## src/rtl/fact_engine_if.sv

```systemverilog
// Control/operand and result/status bundle between the register file and the factorial core.
interface fact_engine_if #(
    parameter int unsigned DATA_W = 64
);
    logic              op_start;
    logic              op_clear;
    logic              intr_en;
    logic [DATA_W-1:0] operand;
    logic [DATA_W-1:0] result_h;
    logic [DATA_W-1:0] result_l;
    logic [1:0]        opdone;
    logic              busy;
    logic              interrupt;

    modport slave (
        input  op_start, op_clear, intr_en, operand,
        output result_h, result_l, opdone, busy, interrupt
    );

    modport master (
        output op_start, op_clear, intr_en, operand,
        input  result_h, result_l, opdone, busy, interrupt
    );
endinterface

```

## src/rtl/fact_engine.sv

```systemverilog
// Iterative factorial core: N! mod 2^(2*DATA_W) using a radix-2 shift-add multiplier,
// one multiplier bit per MUL cycle and one NEXT cycle per factor.
module fact_engine #(
    parameter int unsigned DATA_W = 64
) (
    input logic           clk,
    input logic           reset_n,
    fact_engine_if.slave  bus
);
    localparam int unsigned ResW = 2 * DATA_W;
    localparam int unsigned ShW  = $clog2(DATA_W);

    typedef enum logic [2:0] {
        Idle,
        Init,
        Mul,
        Next,
        Done
    } state_t;

    state_t            stateQ;
    state_t            stateD;
    logic [ResW-1:0]   accQ;
    logic [ResW-1:0]   partialQ;
    logic [ResW-1:0]   resultQ;
    logic [DATA_W-1:0] kQ;
    logic [DATA_W-1:0] multQ;
    logic [ShW-1:0]    shiftQ;
    logic              doneQ;
    logic              busyQ;

    // State register
    always_ff @(posedge clk or negedge reset_n) begin
        if (!reset_n) begin
            stateQ <= Idle;
        end else begin
            stateQ <= stateD;
        end
    end

    // Next-state logic; op_clear wins over everything
    always_comb begin
        stateD = stateQ;
        case (stateQ)
            Idle: if (bus.op_start && !doneQ) stateD = Init;
            Init: stateD = (kQ <= DATA_W'(1)) ? Done : Mul;
            Mul:  if (multQ[DATA_W-1:1] == '0) stateD = Next;
            Next: stateD = (kQ <= DATA_W'(2)) ? Done : Mul;
            Done: stateD = Done;
            default: stateD = Idle;
        endcase
        if (bus.op_clear) stateD = Idle;
    end

    // Datapath; the operand is captured straight into the factor counter k
    always_ff @(posedge clk or negedge reset_n) begin
        if (!reset_n) begin
            accQ     <= '0;
            partialQ <= '0;
            resultQ  <= '0;
            kQ       <= '0;
            multQ    <= '0;
            shiftQ   <= '0;
            doneQ    <= 1'b0;
            busyQ    <= 1'b0;
        end else if (bus.op_clear) begin
            accQ     <= '0;
            partialQ <= '0;
            resultQ  <= '0;
            kQ       <= '0;
            multQ    <= '0;
            shiftQ   <= '0;
            doneQ    <= 1'b0;
            busyQ    <= 1'b0;
        end else begin
            busyQ <= (stateD == Init) || (stateD == Mul) || (stateD == Next);
            case (stateQ)
                Idle: begin
                    if (stateD == Init) kQ <= bus.operand;
                end
                Init: begin
                    accQ     <= ResW'(1);
                    multQ    <= kQ;
                    shiftQ   <= '0;
                    partialQ <= '0;
                    if (stateD == Done) begin
                        resultQ <= ResW'(1);
                        doneQ   <= 1'b1;
                    end
                end
                Mul: begin
                    if (multQ[0]) partialQ <= partialQ + (accQ << shiftQ);
                    multQ  <= multQ >> 1;
                    shiftQ <= shiftQ + ShW'(1);
                end
                Next: begin
                    accQ <= partialQ;
                    kQ   <= kQ - DATA_W'(1);
                    // Last product goes straight to the result on DONE entry
                    if (stateD == Done) begin
                        resultQ <= partialQ;
                        doneQ   <= 1'b1;
                    end else begin
                        multQ    <= kQ - DATA_W'(1);
                        shiftQ   <= '0;
                        partialQ <= '0;
                    end
                end
                default: ;
            endcase
        end
    end

    assign bus.result_h  = resultQ[ResW-1:DATA_W];
    assign bus.result_l  = resultQ[DATA_W-1:0];
    assign bus.busy      = busyQ;
    // Interrupt qualifier follows intr_en combinationally while done is set
    assign bus.interrupt = doneQ & bus.intr_en;
    assign bus.opdone    = {doneQ & bus.intr_en, doneQ};
endmodule

```

## src/flat_wrapper.sv

```systemverilog
// flat-port wrapper written by rule: the top's interface ports become plain ports
module fact_engine_flat 
#(
    parameter int unsigned DATA_W = 64
)
  (clk, reset_n, bus_op_start, bus_op_clear, bus_intr_en, bus_operand, bus_result_h, bus_result_l, bus_opdone, bus_busy, bus_interrupt);
  fact_engine_if #(.DATA_W(DATA_W)) bus_i ();
  input logic clk;
  input logic reset_n;
  input wire logic [$bits(bus_i.op_start)-1:0] bus_op_start;
  input wire logic [$bits(bus_i.op_clear)-1:0] bus_op_clear;
  input wire logic [$bits(bus_i.intr_en)-1:0] bus_intr_en;
  input wire logic [$bits(bus_i.operand)-1:0] bus_operand;
  output wire logic [$bits(bus_i.result_h)-1:0] bus_result_h;
  output wire logic [$bits(bus_i.result_l)-1:0] bus_result_l;
  output wire logic [$bits(bus_i.opdone)-1:0] bus_opdone;
  output wire logic [$bits(bus_i.busy)-1:0] bus_busy;
  output wire logic [$bits(bus_i.interrupt)-1:0] bus_interrupt;
  assign bus_i.op_start = bus_op_start;
  assign bus_i.op_clear = bus_op_clear;
  assign bus_i.intr_en = bus_intr_en;
  assign bus_i.operand = bus_operand;
  assign bus_result_h = bus_i.result_h;
  assign bus_result_l = bus_i.result_l;
  assign bus_opdone = bus_i.opdone;
  assign bus_busy = bus_i.busy;
  assign bus_interrupt = bus_i.interrupt;
  fact_engine #(.DATA_W(DATA_W)) u_core (.clk(clk), .reset_n(reset_n), .bus(bus_i));
endmodule
```

## config.mk

```make
export PLATFORM = sky130hd
export DESIGN_NAME = fact_engine_flat
export DESIGN_NICKNAME = d
export VERILOG_FILES = /design/src/rtl/fact_engine_if.sv /design/src/rtl/fact_engine.sv /design/src/flat_wrapper.sv
export SDC_FILE = /design/constraint.sdc
export NUM_CORES = 2
export LEC_CHECK = 0
export CORE_MARGIN = 5
export CORE_UTILIZATION = 46
export CTS_CLUSTER_SIZE = 14
export DETAILED_ROUTE_END_ITERATION = 6
export GPL_TIMING_DRIVEN = 0
export PLACE_DENSITY = 0.66
export SLEW_MARGIN = 0
export SYNTH_ARGS = -nofsm -noshare
export SYNTH_HDL_FRONTEND = slang
export SYNTH_SLANG_ARGS = --single-unit
```

## constraint.sdc

```tcl
create_clock -name clk -period 7.7 [get_ports clk]
set_input_delay 1.54 -clock clk [delete_from_list [all_inputs] [get_ports clk]]
set_output_delay 1.54 -clock clk [all_outputs]
set_load 0.02 [all_outputs]
```

==> impl_results.md <==
- All-Layer GR Usage: 37.85%
- Post-synth top cells: nand2_1 (804), dfrtp_1 (523), a21oi_1 (416), o21ai_0 (359), nor2_1 (317)
- Crit-path cells: buf_4 > buf_4 > clkbuf_2 > buf_4 > mux4_2 > mux2_2 > o21ai_0 > mux2i_1 > and2_1 > ha_1 > a21oi_1 > o21ai_0 > a221o_1 > a221oi_1 > o221a_2 > a311o_1 > a21oi_1 > or3_1 > xnor2_1 > o21ai_0
- Dpl cell area: 42950 um2
- Synthesized cell area: 39360 um2
- Final Total Pwr: 7298 uW
- Setup TNS: -0.03494 ns
- DRT Pass-1 Iters: 6
- Initial core utilization: 46.29%
- Area Growth Syn to Fin: 16.13%
- Worst path max stage delay: 0.98 ns
- Grt ovf: 0
- Number of synthesized register bits: 523
- Post-synthesis sequential area ratio: 33.25%
- Post-synth EDFFs: 0
- CTS tree: yes
- Max IR drop VDD: 0.2113 mV
- Final std cells w/o fill: 6124
- Vias in the first global route: 38.25k
- Status: finished, violations left
- Worst Setup End Kind: flip-flop
- Die ar.: 91510 um2
- Placed cells: 6000
- Slowest stage cell, crit path: a221oi_1
- Layout cells sized above 1: 8.606%
- Yosys warns: 0
- Static leakage: 0.01885 uW
- FMAX: 129.3 MHz
- Pins Over Slew Limit: 11
- PortBufs: 199
- IO Pins: 201
- Max Root-Sink Buffers: 3
- Unrepaired setup endpoints after global routing: false
- Cell with the most instances after synthesis: nand2_1
- Biggest area consumer among synthesized cells: dfrtp_1
- Die Ht: 302.5 um
- Maxcap violations: 1
- DP HPWL: 138600 um
- Worst Hold Class: flip-flop to flip-flop
- Final count of negative-setup-slack endpoints: 1
- Nets@finish: 5125
- FF-to-FF Start: u_core.shiftQ[0]$_DFFE_PN0P_
- Worst-path clk slew: 0.06 ns
- Number of buffers created by CTS: 67
- Row Count: 107
- H-tree levels: 3
- CP Launch Type: flip-flop
- Post-route cell area: 45710 um2
- Final ANT Viol Nets: 0
- Mean Syn Cell Area: 8.462 um2
- Min-delay src: u_core.resultQ[106]$_DFFE_PN0P_
- Post-synth top flop: dfrtp_1
- Slew HR: -3.719%
- Yosys top cell area share: 33.25%
- Core box area: 85010 um2
- Tightest Pin Transition: 1.556 ns
- Residual DRC count: 0
- Die W: 302.5 um
- Number of vias in the routed layout: 40.56k
- Final worst-path cycle share: 100.5%
- FFs w/ async S/R, synth: 100.0%
- R2R depth: 20
- CTS Sinks: 523
- Post-CTS Hold Fix Bufs: 0
- Worst-path maximum fanout: 10
- Worst Setup SP: u_core.shiftQ[0]$_DFFE_PN0P_
- Final WL: 178400 um
- Critical Setup Path Class: flip-flop to flip-flop
- Crit path DAT: 8.23 ns
- DRT iter0 DRCs: 5215
- Final Skew: 0.03475 ns
- GPL Wtd Cong: 1.067
- Clk root buf: clkbuf_16
- Antenna violations before repair: 11
- Largest net degree at the start of global routing: 113
- Via density: 6.622
- Post-Synthesis Cells: 4651
- Violated checks: capacitance limit, slew limit, setup timing
- Final hold vios: 0
- Synth top area cells: dfrtp_1 (33%), nand2_1 (7.7%), mux4_2 (7.4%)
- Final min period: 7.735 ns
- Number of distinct library cells after synthesis: 91
- Syn nets: 4852
- Worst skew pair latency: 0.66 ns
- Pwr/cell area: 159.7 nW/um2
- First-pass GRT wire length: 258600 um
- Hold Path Cell Cnt: 1
- Slack of the critical path: -0.03494 ns
- Data required, critical path: 8.20 ns
- Post-DR wirelength/cell: 29.13 um
==> metrics by stage <==
step | hold WS [ns] | worst slack [ns] | util (%)
after floorplan | 0.4642 | 2.013 | -
after global placement | 0.4870 | -18.55 | 50.32
after detailed placement | 0.4901 | -2.084 | 50.52
after CTS | 0.5065 | 0.01998 | 53.62
after global routing | 0.5140 | 0.005946 | 53.75
final | 0.4985 | -0.03494 | 53.76
==> where the power goes <==
part,switching (uW),leakage (uW),internal (uW)
clock,1350,0.00118,2190
sequential,76.6,0.00726,2810
combinational,628,0.0104,251
==> cell type report <==
class	instances	area [um2]
multi-input combinational	3679	24720
tap	1144	1431
timing repair buffer	207	2177
inverter	79	296.5
antenna	7	17.52
clock buffer	86	1901
sequential	523	13090
fill	8064	39310
buffer	367	1538
clock inverter	32	543.0
==> placed cells by master (no fill, tap or decap), drive strengths merged, types with 48 or more instances in the layout <==
master,n
nand3,48
clkbuf,377
a22o,267
dfrtp,523
o21ai,368
mux2,48
ha,131
o22ai,75
nor2,318
buf,81
a21oi,416
o31ai,73
mux4,129
inv,82
nand2,805
xnor2,66
mux2i,153
a21o,69
nand4,81
clkdlybuf4s50,198
nor3,94
==> cells by family (layout without fill, tap and decap cells) <==
logic type / count (synthesis) / after routing / share of synthesized area, %
compound gates: 1547 / 1547 / 25.41
xor+xnor: 109 / 109 / 2.445
fa+ha+maj: 132 / 132 / 4.216
buf+inv: 449 / 771 / 4.409
flops: 523 / 523 / 33.25
mux: 330 / 330 / 12.65
other cells: 0 / 7 / 0
simple gates: 1561 / 1561 / 17.62
==> worst max-delay path: cells and delay by family (launching register included) <==
kind / cells / cell delay (ns)
DFF: 1 / 0.37
buffers and inverters: 4 / 1.28
xor gates and xnor gates: 1 / 0.19
AOI/OAI and AO/OA: 9 / 3.36
and+or+nand+nor: 2 / 0.71
adders and majority gates: 1 / 0.38
muxes: 3 / 1.24
==> what timing repair did <==
action | 4_1_cts | 5_1_grt
buffers inserted | 1 | 1
pin swaps | 2 | 3
setup endpoints to repair | 57 | 29
gates resized for setup | 58 | 30
gates cloned | 0 | 0
==> layer usage <==
layer  routed length, um  track usage (%)  up-vias  part of all wire, %
li1                    -                -    17750                    -
met1               73790            53.19    19840                   41
met2               76190            56.05     2487                   43
met3               18840            8.200      468                   11
met4                9516            17.61        8                  5.3
met5                  54                0        -                0.030
==> sequential cells by signal, summed over array words and instances, names as in the netlist <==
name,cells
u_core.doneQ,1
u_core.bus.busy,1
u_core.partialQ,128
u_core.kQ,64
u_core.multQ,64
u_core.stateQ,3
u_core.accQ,128
u_core.resultQ,128
u_core.shiftQ,6
==> path summary, 6_finish.rpt <==
| kind | endpoint | slack [ns] |
|---|---|---|
| max in group asynchronous | u_core.resultQ[38]$_DFFE_PN0P_ | 5.54 |
| min | u_core.resultQ[106]$_DFFE_PN0P_ | 0.50 |
| min in group asynchronous | u_core.resultQ[111]$_DFFE_PN0P_ | 0.77 |
| min reg2reg | u_core.resultQ[106]$_DFFE_PN0P_ | 0.50 |
| max reg2reg | u_core.partialQ[122]$_DFFE_PN0P_ | -0.03 |
| max | u_core.partialQ[122]$_DFFE_PN0P_ | -0.03 |
(Power assumes the default switching activity.)
